## src/rtl/ws2811_rx_pkg.sv

```systemverilog
`default_nettype none
// +--------------------------------------------------------------------------+
// | Module   : ws2811_rx_pkg                                                 |
// | Purpose  : Shared constants, state encoding and timing helper for the    |
// |            WS2811 stream receiver.                                       |
// | Contents : rx_state_t      frame FSM state encoding                      |
// |            c_bits_per_pix  bits in one GRB pixel word                    |
// |            c_first_bit     bit index of the first (MSB) bit of a pixel   |
// |            c_*_lsb         GRB field positions inside the 24-bit word    |
// |            ns_to_clk()     ceil(ns * f_clk / 1e9), elaboration only      |
// | Revision : 1.0 - initial release                                         |
// +--------------------------------------------------------------------------+
package ws2811_rx_pkg;

   typedef enum logic [1:0] {
      ST_SYNC = 2'd0,   // waiting for a reset gap to align to frame start
      ST_IDLE = 2'd1,   // aligned, waiting for the first bit of a frame
      ST_HIGH = 2'd2,   // line high, bit in progress
      ST_LOW  = 2'd3    // line low between bits or heading into a gap
   } rx_state_t;

   localparam int         c_bits_per_pix = 24;
   localparam logic [4:0] c_first_bit    = 5'd23;

   // GRB word layout, MSB first on the wire
   localparam int c_g_lsb = 16;
   localparam int c_r_lsb = 8;
   localparam int c_b_lsb = 0;

   localparam longint c_ns_per_s = 64'd1_000_000_000;

   // Round up so that a threshold is never shorter than the nominal time.
   function automatic int ns_to_clk(input longint ns, input longint clk_hz);
      return int'((ns * clk_hz + c_ns_per_s - 64'd1) / c_ns_per_s);
   endfunction

endpackage
`default_nettype wire

```

## src/rtl/ws2811_rx_pulse.sv

```systemverilog
`default_nettype none
// +--------------------------------------------------------------------------+
// | Module   : ws2811_rx_pulse                                               |
// | Purpose  : Line front end: 2-FF synchronizer, edge detection, high-time  |
// |            and low-time counters, and bit/gap classification.            |
// | Ports    : sysclk    in  system clock                                    |
// |            reset_n   in  asynchronous active-low reset                   |
// |            din       in  raw line, asynchronous                          |
// |            rise      out rising edge seen (registered)                   |
// |            bit_valid out high pulse in [HI_MIN, HI_MAX] just ended       |
// |            bit_val   out decoded value accompanying bit_valid            |
// |            bit_err   out high pulse shorter than HI_MIN just ended       |
// |            hi_tmo    out high time just exceeded HI_MAX                  |
// |            gap       out low time just reached LO_RESET (one cycle)      |
// | Latency  : 3 clk from din to event outputs.                              |
// | Revision : 1.0 - initial release                                         |
// +--------------------------------------------------------------------------+
module ws2811_rx_pulse #(
   parameter int HI_MIN    = 8,
   parameter int HI_THRESH = 30,
   parameter int HI_MAX    = 50,
   parameter int LO_RESET  = 2458
) (
   input  logic sysclk,
   input  logic reset_n,
   input  logic din,
   output logic rise,
   output logic bit_valid,
   output logic bit_val,
   output logic bit_err,
   output logic hi_tmo,
   output logic gap
);
   import ws2811_rx_pkg::*;

   localparam int c_hw = $clog2(HI_MAX + 2);
   localparam int c_lw = $clog2(LO_RESET + 1);

   localparam logic [c_hw-1:0] c_hi_min = c_hw'(HI_MIN);
   localparam logic [c_hw-1:0] c_hi_thr = c_hw'(HI_THRESH);
   localparam logic [c_hw-1:0] c_hi_max = c_hw'(HI_MAX);
   localparam logic [c_hw-1:0] c_hi_sat = c_hw'(HI_MAX + 1);
   localparam logic [c_lw-1:0] c_lo_gap = c_lw'(LO_RESET - 1);
   localparam logic [c_lw-1:0] c_lo_sat = c_lw'(LO_RESET);

   logic            r_sync1;
   logic            r_sync2;
   logic            r_prev;
   logic [c_hw-1:0] r_hi_cnt;
   logic [c_lw-1:0] r_lo_cnt;

   logic w_rise;
   logic w_fall;
   logic w_tmo;
   logic w_ok;
   logic w_short;
   logic w_gap;

   // r_hi_cnt holds the number of cycles the synced line has been high,
   // counting the rise cycle as the first; on the fall cycle it is the
   // full pulse width. A width of HI_MAX+1 was already reported as a
   // timeout, so its falling edge is left silent.
   always_comb begin
      w_rise  = r_sync2 & ~r_prev;
      w_fall  = ~r_sync2 & r_prev;
      w_tmo   = r_sync2 & ~w_rise & (r_hi_cnt == c_hi_max);
      w_ok    = w_fall & (r_hi_cnt >= c_hi_min) & (r_hi_cnt <= c_hi_max);
      w_short = w_fall & (r_hi_cnt < c_hi_min);
      w_gap   = ~r_sync2 & ~w_fall & (r_lo_cnt == c_lo_gap);
   end

   always_ff @(posedge sysclk or negedge reset_n) begin
      if (!reset_n) begin
         r_sync1   <= 1'b0;
         r_sync2   <= 1'b0;
         r_prev    <= 1'b0;
         r_hi_cnt  <= '0;
         r_lo_cnt  <= '0;
         rise      <= 1'b0;
         bit_valid <= 1'b0;
         bit_val   <= 1'b0;
         bit_err   <= 1'b0;
         hi_tmo    <= 1'b0;
         gap       <= 1'b0;
      end else begin
         r_sync1 <= din;
         r_sync2 <= r_sync1;
         r_prev  <= r_sync2;

         if (w_rise)
            r_hi_cnt <= c_hw'(1);
         else if (r_sync2 && (r_hi_cnt != c_hi_sat))
            r_hi_cnt <= r_hi_cnt + c_hw'(1);

         // Low time counts from the fall; the line staying low out of
         // reset also counts, which lets a quiet line align the receiver.
         if (r_sync2)
            r_lo_cnt <= '0;
         else if (w_fall)
            r_lo_cnt <= c_lw'(1);
         else if (r_lo_cnt != c_lo_sat)
            r_lo_cnt <= r_lo_cnt + c_lw'(1);

         rise      <= w_rise;
         bit_valid <= w_ok;
         bit_val   <= (r_hi_cnt >= c_hi_thr);
         bit_err   <= w_short;
         hi_tmo    <= w_tmo;
         gap       <= w_gap;
      end
   end

endmodule
`default_nettype wire

```

## src/rtl/ws2811_rx.sv

```systemverilog
`default_nettype none
// +--------------------------------------------------------------------------+
// | Module   : ws2811_rx                                                     |
// | Purpose  : Decodes a WS2811 NRZ LED stream (GRB, MSB first) into 24-bit  |
// |            pixel words, tracks frames and flags timing/length errors.    |
// | Ports    : sysclk      in   system clock                                 |
// |            reset_n     in   asynchronous active-low reset                |
// |            din         in   raw WS2811 line (asynchronous)               |
// |            pix_valid   out  one-cycle strobe, new pixel on addr/grb      |
// |            pix_addr    out  [3:0]  pixel index in frame                  |
// |            pix_grb     out  [23:0] decoded {G,R,B}                       |
// |            frame_done  out  one-cycle strobe at end of a non-empty frame |
// |            frame_count out  [15:0] completed frames, wrapping            |
// |            pix_count   out  [3:0]  pixels in last frame, saturating      |
// |            err_bit     out  sticky bit timing / partial pixel error      |
// |            err_ovf     out  sticky pixel overflow error                  |
// |            err_clr     in   clears sticky errors; a new error wins       |
// |            reg_raddr   in   [15:0] shadow read address (option only)     |
// |            reg_rdata   out  [31:0] shadow read data    (option only)     |
// | Options  : WS2811_RX_SHADOW_EN adds a NUM_LEDS x 24-bit shadow of the    |
// |            last pixels received, readable combinationally.               |
// | Revision : 1.0 - initial release                                         |
// +--------------------------------------------------------------------------+
module ws2811_rx #(
   parameter int SYSTEM_CLOCK  = 49_152_000,
   parameter int NUM_LEDS      = 7,
   parameter int T_HIGH_MIN_NS = 150,
   parameter int T_THRESH_NS   = 600,
   parameter int T_HIGH_MAX_NS = 1000,
   parameter int T_RESET_US    = 50
) (
   input  logic        sysclk,
   input  logic        reset_n,
   input  logic        din,
   output logic        pix_valid,
   output logic [3:0]  pix_addr,
   output logic [23:0] pix_grb,
   output logic        frame_done,
   output logic [15:0] frame_count,
   output logic [3:0]  pix_count,
   output logic        err_bit,
   output logic        err_ovf,
   input  logic        err_clr
`ifdef WS2811_RX_SHADOW_EN
   ,
   input  logic [15:0] reg_raddr,
   output logic [31:0] reg_rdata
`endif
);
   import ws2811_rx_pkg::*;

   localparam int c_hi_min_clk = ns_to_clk(longint'(T_HIGH_MIN_NS), longint'(SYSTEM_CLOCK));
   localparam int c_thresh_clk = ns_to_clk(longint'(T_THRESH_NS), longint'(SYSTEM_CLOCK));
   localparam int c_hi_max_clk = ns_to_clk(longint'(T_HIGH_MAX_NS), longint'(SYSTEM_CLOCK));
   localparam int c_reset_clk  = ns_to_clk(longint'(T_RESET_US) * 64'd1000, longint'(SYSTEM_CLOCK));

   localparam logic [3:0] c_num_leds  = 4'(NUM_LEDS);
   localparam logic [3:0] c_last_addr = 4'(NUM_LEDS - 1);

   logic w_rise;
   logic w_bit_valid;
   logic w_bit_val;
   logic w_bit_err;
   logic w_hi_tmo;
   logic w_gap;

   ws2811_rx_pulse #(
      .HI_MIN    (c_hi_min_clk),
      .HI_THRESH (c_thresh_clk),
      .HI_MAX    (c_hi_max_clk),
      .LO_RESET  (c_reset_clk)
   ) u_pulse (
      .sysclk    (sysclk),
      .reset_n   (reset_n),
      .din       (din),
      .rise      (w_rise),
      .bit_valid (w_bit_valid),
      .bit_val   (w_bit_val),
      .bit_err   (w_bit_err),
      .hi_tmo    (w_hi_tmo),
      .gap       (w_gap)
   );

   rx_state_t   r_state;
   logic [23:0] r_shift;
   logic [4:0]  r_bit_idx;
   logic [3:0]  r_pix_idx;   // next pixel index, saturates at NUM_LEDS
   logic [3:0]  r_pix_cnt;   // pixels this frame, saturates at 15
   logic        r_bits_seen;

   logic w_accept;
   logic w_pix_done;
   logic w_frame_end;
   logic w_set_bit;
   logic w_set_ovf;

   always_comb begin
      w_accept    = (r_state == ST_HIGH) & w_bit_valid;
      w_pix_done  = w_accept & (r_bit_idx == 5'd0);
      w_frame_end = (r_state == ST_LOW) & w_gap;
      // A bad pulse or timeout while a bit is in progress, or a frame that
      // closes in the middle of a pixel.
      w_set_bit   = ((r_state == ST_HIGH) & (w_bit_err | w_hi_tmo))
                  | (w_frame_end & (r_bit_idx != c_first_bit));
      w_set_ovf   = w_pix_done & (r_pix_idx >= c_num_leds);
   end

   always_ff @(posedge sysclk or negedge reset_n) begin
      if (!reset_n) begin
         r_state     <= ST_SYNC;
         r_shift     <= '0;
         r_bit_idx   <= c_first_bit;
         r_pix_idx   <= '0;
         r_pix_cnt   <= '0;
         r_bits_seen <= 1'b0;
         pix_valid   <= 1'b0;
         pix_addr    <= '0;
         pix_grb     <= '0;
         frame_done  <= 1'b0;
         frame_count <= '0;
         pix_count   <= '0;
         err_bit     <= 1'b0;
         err_ovf     <= 1'b0;
      end else begin
         pix_valid  <= 1'b0;
         frame_done <= 1'b0;

         if (w_set_bit)
            err_bit <= 1'b1;
         else if (err_clr)
            err_bit <= 1'b0;

         if (w_set_ovf)
            err_ovf <= 1'b1;
         else if (err_clr)
            err_ovf <= 1'b0;

         case (r_state)
            ST_SYNC: begin
               if (w_gap)
                  r_state <= ST_IDLE;
            end

            ST_IDLE: begin
               if (w_rise) begin
                  r_state     <= ST_HIGH;
                  r_bit_idx   <= c_first_bit;
                  r_pix_idx   <= '0;
                  r_pix_cnt   <= '0;
                  r_bits_seen <= 1'b0;
               end
            end

            ST_HIGH: begin
               if (w_hi_tmo) begin
                  // Line stuck high: the frame is unusable, realign.
                  r_state <= ST_SYNC;
               end else if (w_bit_err) begin
                  // Glitch: drop it and keep the pixel position.
                  r_state <= ST_LOW;
               end else if (w_bit_valid) begin
                  r_state     <= ST_LOW;
                  r_shift     <= {r_shift[22:0], w_bit_val};
                  r_bits_seen <= 1'b1;
                  if (r_bit_idx == 5'd0) begin
                     pix_valid <= 1'b1;
                     pix_grb   <= {r_shift[22:0], w_bit_val};
                     pix_addr  <= (r_pix_idx >= c_num_leds) ? c_last_addr : r_pix_idx;
                     r_bit_idx <= c_first_bit;
                     if (r_pix_idx != c_num_leds)
                        r_pix_idx <= r_pix_idx + 4'd1;
                     if (r_pix_cnt != 4'hF)
                        r_pix_cnt <= r_pix_cnt + 4'd1;
                  end else begin
                     r_bit_idx <= r_bit_idx - 5'd1;
                  end
               end
            end

            ST_LOW: begin
               if (w_rise) begin
                  r_state <= ST_HIGH;
               end else if (w_gap) begin
                  r_state <= ST_IDLE;
                  if (r_bits_seen) begin
                     frame_done  <= 1'b1;
                     frame_count <= frame_count + 16'd1;
                     pix_count   <= r_pix_cnt;
                  end
               end
            end

            default: r_state <= ST_SYNC;
         endcase
      end
   end

`ifdef WS2811_RX_SHADOW_EN
   // One register per real pixel; the table is padded to the full 4-bit
   // address range with constant zeros so the read needs no range logic
   // beyond the NUM_LEDS compare.
   logic [23:0] w_shadow [16];

   for (genvar gi = 0; gi < 16; gi++) begin : g_shadow
      if (gi < NUM_LEDS) begin : g_entry
         logic [23:0] r_word;
         always_ff @(posedge sysclk or negedge reset_n) begin
            if (!reset_n)
               r_word <= '0;
            else if (pix_valid && (pix_addr == 4'(gi)))
               r_word <= pix_grb;
         end
         assign w_shadow[gi] = r_word;
      end else begin : g_pad
         assign w_shadow[gi] = '0;
      end
   end

   assign reg_rdata = (reg_raddr[3:0] < c_num_leds) ? {8'd0, w_shadow[reg_raddr[3:0]]} : 32'd0;
`endif

endmodule
`default_nettype wire
```

## config.mk

```make
export PLATFORM = sky130hd
export DESIGN_NAME = ws2811_rx
export DESIGN_NICKNAME = d
export VERILOG_FILES = /design/src/rtl/ws2811_rx_pkg.sv /design/src/rtl/ws2811_rx_pulse.sv /design/src/rtl/ws2811_rx.sv
export SDC_FILE = /design/constraint.sdc
export NUM_CORES = 1
export LEC_CHECK = 0
export CORE_ASPECT_RATIO = 1.25
export CORE_UTILIZATION = 40
export CTS_CLUSTER_SIZE = 25
export DETAILED_ROUTE_END_ITERATION = 10
export PLACE_DENSITY = 0.64
export SLEW_MARGIN = 20
export SYNTH_ARGS = -nofsm -noshare
export SYNTH_HDL_FRONTEND = slang
export SYNTH_HIERARCHICAL = 1
export SYNTH_SLANG_ARGS = --single-unit
```

## constraint.sdc

```tcl
create_clock -name sysclk -period 5.38 [get_ports sysclk]
set_clock_uncertainty 0.15 [all_clocks]
set_input_delay 0.807 -clock sysclk [delete_from_list [all_inputs] [get_ports sysclk]]
set_output_delay 0.807 -clock sysclk [all_outputs]
set_load 0.03 [all_outputs]
```

==> flow_summary.yaml, run 1 <==
outcome:
  outcome: "finished, final reports clean"
cells_and_area:
  num-fill-cells: 1106
  regArea_um2: 2960
  mostFrequentLayoutCell: "dfrtp_1"
  synthToLayoutAreaGrowth_pct: 25.5
  layout_common_cells: "dfrtp_1 (114), clkdlybuf4s50_1 (54), nand2_1 (33)"
  antenna-diode-count: 0
  drive_above_1_share_pct: 18.1
  multi_input_area_um2: 2170
  nets: 509
timing:
  final-setup-viol-count: 0
  fin_tns_setup_ns: 0
  drv_slew: 0
  fmaxAchievable_ghz: 0.387
  min_period_ns: 2.58
  relSlewSlack_pct: 27.8
  rsz0062_at_grt: "no"
  hold_violations: 0
  tightest_slew_ns: 1.08
  finalCritPeriodShare_pct: 48.0
clock_tree:
  h-tree-depth: 4
  cts_resized: 0
  cts_made_buffers: 17
  cts-root-buf: "clkbuf_16"
  cts_tree: "done"
  cts_hold_buf: 0
  clk_latency_ns: 0.40
  cts.path.max_buffers: 2
  cts_post_setup_buffers_inserted: 0
  path_clk_slew_ns: 0.06
  cts.sinks: 118
drt:
  wire_per_inst_um: 14.9
  vias_per_cell: 5.22
  routed_wl_um: 10100
  ant_nets: 0
  first_iter_violations: 158
  detail_route.first_pass.iterations: 4
  vias: 3528
  drc: 0
global_routing:
  antenna_found_initial: 0
  overflow: 0
  grt_max_degree: 82
  grt_pass1_vias: 3548
  grt_pass1_wl_um: 17400
  track_usage_pct: 16.1
placement:
  gp_congestion: 0.785
  dp_hpwl_um: 6550
  io_buffers: 55
worst_setup_path:
  r2r-start: "r_bit_idx[0]"
  cp_data_required_time_ns: 5.52
  rrSetupSlack_ns: 2.80
  r2r_end: "pix_grb[16]"
  cp.arrival_ns: 2.72
  cp-start-kind: "flop"
  critPathMaxFanout: 33
  endpoint_kind: "flop"
  ff2ff_path_depth: 5
  worstSetupPathType: "reg -> reg"
  crit_start: "r_bit_idx[0]"
  crit_path_end: "pix_grb[16]"
floorplanning:
  die_y_um: 131
  die_w_um: 105
  io_pins: 56
  core_um2: 12800
  row_count: 46
  initial_utilization_pct: 41.3
  die_area_um2: 13700
synth:
  syn_avg_cell_area_um2: 12.2
  synth.net_count: 447
  yosys_most_used_dff: "dfrtp_1"
  synth-seq-cells: 118
  yosys_warnings: 6
  synthCells: 433
  synth-edff-count: 0
  synth-seq-area-share_pct: 55.8
  syn_area_um2: 5300
  synth.distinct_cells: 61
  postSynth.asyncResetShare_pct: 100
min_path:
  hold_class: "reg -> reg"
  holdPathStages: 0
power_and_ir_drop:
  total_power_mw: 2.29
  p_per_area_nw_per_um2: 344
  leakage_nw: 3.09
  peakVddDrop_uv: 198
flow_run:
  max_cap_viol_count: 0
Yosys cell counts (6+ instances only):
cell type | instances | area, µm²
dfrtp_1 | 114 | 2850
nand2_1 | 33 | 124
mux2_2 | 25 | 282
mux2_4 | 23 | 345
nand3_1 | 17 | 85.1
nor2_1 | 17 | 63.8
o21ai_0 | 17 | 85.1
inv_1 | 16 | 60.1
a21oi_1 | 13 | 65.1
ha_1 | 10 | 125
xnor2_1 | 10 | 87.6
nand4_1 | 9 | 56.3
nor3_1 | 8 | 40.0
xor2_1 | 7 | 61.3
and3_1 | 6 | 37.5
clkbuf_1 | 6 | 22.5
nor2b_1 | 6 | 37.5
state kept, by name (all words and copies together), names as in the netlist, 2 cells and up:
| signal | count |
|---|---|
| u_pulse/r_hi_cnt | 6 |
| pix_count | 4 |
| u_pulse/r_lo_cnt | 12 |
| pix_addr | 4 |
| pix_grb | 24 |
| r_bit_idx | 5 |
| frame_count | 16 |
| r_shift | 23 |
| r_pix_idx | 4 |
| r_state | 2 |
| r_pix_cnt | 4 |
cell families (layout without fill, tap and decap cells):
logic type      count (synthesis)  after routing  synth area share (%)
compound gates                 69             69                  8.78
xor+xnor                       17             17                  2.81
fa+ha+maj                      10             10                  2.36
buf+inv                        31            106                  3.30
flops                         118            118                  55.8
mux                            52             52                  12.6
simple gates                  136            136                  14.4
worst max-delay path: stages (launching register included):
cell	delay (ns)
dfstp_2	0.38
inv_1	0.08
ha_1	0.22
or4b_1	0.58
or3_4	0.67
mux2_4	0.37
metrics by stage:
step | instances | area [µm²] | hold slack [ns] | setup WS, ns | utilization [%]
4_1_cts | 676 | 6650 | 0.202 | 2.80 | 51.8
2_1_floorplan | 433 | 5300 | 0.181 | 2.98 | -
3_5_place_dp | 644 | 5960 | 0.189 | 2.81 | 46.5
5_1_grt | 676 | 6660 | 0.205 | 2.65 | 51.9
3_3_place_gp | 644 | 5960 | 0.187 | 2.89 | 46.5
6_report | 676 | 6660 | 0.200 | 2.80 | 51.9
worst min-delay path by stage:
stage                               start              end  slack (ns)
after global routing      u_pulse/r_sync1  u_pulse/r_sync2        0.20
after detailed placement  u_pulse/r_sync1  u_pulse/r_sync2        0.19
final                     u_pulse/r_sync1  u_pulse/r_sync2        0.20
after global placement    u_pulse/r_sync1  u_pulse/r_sync2        0.19
after floorplan           u_pulse/r_sync1  u_pulse/r_sync2        0.18
after CTS                 u_pulse/r_sync1  u_pulse/r_sync2        0.20
per-layer routing:
metal	GRT usage, %	vias to the layer above	wire (µm)	share of wire (%)
li1	-	1708	-	-
met1	20.1	1752	4640	46
met2	27.3	61	5070	50
met3	4.12	7	286	2.8
met4	5.72	0	83	0.82
met5	0	-	0	0
cell type report:
type	instances	area share [%]
Sequential cell	118	44.4
Multi-Input combinational cell	284	32.6
Timing Repair Buffer	57	8.52
Clock buffer	18	6.60
Clock inverter	14	3.72
Tap cell	168	3.16
Inverter	17	0.959
report_power, final:
part	switching [mW]	internal (mW)	total, mW
sequential	0.0246	0.902	0.927
clock	0.410	0.887	1.30
combinational	0.0375	0.0268	0.0643
total	0.472	1.82	2.29
(Power assumes the default switching activity.)
==> inputs of run 2 (changes only) <==
clock period = 2.4 ns   (was 5.38 ns; I/O delays follow)
==> run 2 against run 1 <==
  * Combinational power increased by 140%
  * Sequential share of layout area down 0.33 points
  * Sequential power increased by 120%
  * Routed wire length up 1.8%
  * Via count grew 2.6%
  * Maximum frequency rose by 13%
  * Sequential cell count is the same
  * Largest cell class unchanged
==> flow_summary.yaml, run 2 (synthesis results as in run 1) <==
drt:
  detail_route.first_pass.iterations: 5
  vias_per_cell: 5.24
  first_iter_violations: 200
  wire_per_inst_um: 14.9
  drc: 0
  routed_wl_um: 10300
  ant_nets: 0
  vias: 3619
cells_and_area:
  final_cells: 690
  drive_above_1_share_pct: 20.5
  num-fill-cells: 1095
  top_register: "pix_grb"
  stdcell_area_um2: 6710
  post-route-util_pct: 52.2
  layout_common_cells: "dfrtp_1 (114), clkdlybuf4s50_1 (54), nand2_1 (33)"
  antenna-diode-count: 0
  nets: 523
  synthToLayoutAreaGrowth_pct: 26.5
  largestRegisters: "pix_grb: 24 flops, r_shift: 23 flops, frame_count: 16 flops"
  largest_reg_flops: 24
  mostFrequentLayoutCell: "dfrtp_1"
worst_setup_path:
  ff2ff_path_depth: 5
  cp.arrival_ns: 2.42
  endpoint_kind: "flop"
  critPathMaxFanout: 9
  cp-start-kind: "flop"
  worstSetupPathType: "reg -> reg"
  rrSetupSlack_ns: 0.12
  cp_data_required_time_ns: 2.54
timing:
  fmaxAchievable_ghz: 0.439
  layout_setup_ws_ns: 0.120
  fin_tns_setup_ns: 0
  hold_violations: 0
  tightest_slew_ns: 0.530
  drv_slew: 0
  min_period_ns: 2.28
  rsz0062_at_grt: "no"
  final-setup-viol-count: 0
  finalCritPeriodShare_pct: 95.0
  relSlewSlack_pct: 64.4
  whs_ns: 0.199
global_routing:
  track_usage_pct: 15.9
  antenna_found_initial: 0
  grt_pass1_wl_um: 17300
  grt_max_degree: 40
  overflow: 0
  grt_pass1_vias: 3650
placement:
  dp_cells: 655
  gp_congestion: 0.805
  post-place-ws_ns: -0.0137
  postPlaceCellArea_um2: 6070
  io_buffers: 55
  dp_hpwl_um: 6830
clock_tree:
  cts.path.max_buffers: 2
  path_clk_slew_ns: 0.06
  cts_tree: "done"
  cts_made_buffers: 17
  cts.sinks: 118
  clk_latency_ns: 0.41
  cts_post_setup_buffers_inserted: 0
  h-tree-depth: 4
  cts-root-buf: "clkbuf_16"
min_path:
  holdPathStages: 0
  hold_class: "reg -> reg"
floorplanning:
  die_area_um2: 13700
  io_pins: 56
  initial_utilization_pct: 41.3
  row_count: 46
  die_y_um: 131
  die_w_um: 105
  core_um2: 12800
power_and_ir_drop:
  p_per_area_nw_per_um2: 707
  total_power_mw: 4.74
  peakVddDrop_uv: 435
  leakage_nw: 3.13
outcome:
  outcome: "finished, final reports clean"
flow_run:
  max_cap_viol_count: 0
[run 2: repair_timing]
item | CTS | global route
cloned | 0 | 2
gates resized for setup | 0 | 3
hold buffers | 1 | 0
hold endpoints to repair | 31 | 0
endpoints found under the setup margin | 18 | 30
pin swaps | 1 | 2
[run 2: power breakdown]
part / switching, mW / internal (mW) / total (mW)
logic: 0.0913 / 0.0661 / 0.157
clock network: 0.958 / 1.55 / 2.51
registers: 0.0553 / 2.02 / 2.08
[run 2: final cells by class]
| class | count | area (µm²) | area share, % |
|---|---|---|---|
| clock buffers | 17 | 425 | 6.34 |
| clock inverters | 15 | 169 | 2.52 |
| inverters | 17 | 63.8 | 0.952 |
| multi-input cells | 286 | 2200 | 32.8 |
| flip-flops and latches | 118 | 2960 | 44.1 |
| well taps | 168 | 210 | 3.13 |
| repair buffers | 69 | 681 | 10.2 |
[run 2: critical path: stages, from the launching register on]
cell and delay (ns):
dfstp_2 0.39, inv_1 0.09, ha_2 0.18, or4b_4 0.50, or3_4 0.52, mux2_4 0.33
[run 2: path summary, 6_finish.rpt]
kind                                  from               to
setup reg to reg              r_bit_idx[0]       pix_grb[4]
max in group asynchronous          reset_n     r_pix_cnt[1]
setup / recovery              r_bit_idx[0]       pix_grb[4]
hold / removal             u_pulse/r_sync1  u_pulse/r_sync2
min in group asynchronous          reset_n       pix_grb[9]
hold reg to reg            u_pulse/r_sync1  u_pulse/r_sync2
[run 2: layer usage]
layer | GRT usage [%] | vias to the layer above | share of wire (%)
li1 | - | 1731 | -
met3 | 4.86 | 9 | 3.1
met1 | 19.7 | 1809 | 46
met5 | 0 | - | 0
met2 | 26.1 | 70 | 50
met4 | 6.46 | 0 | 0.91
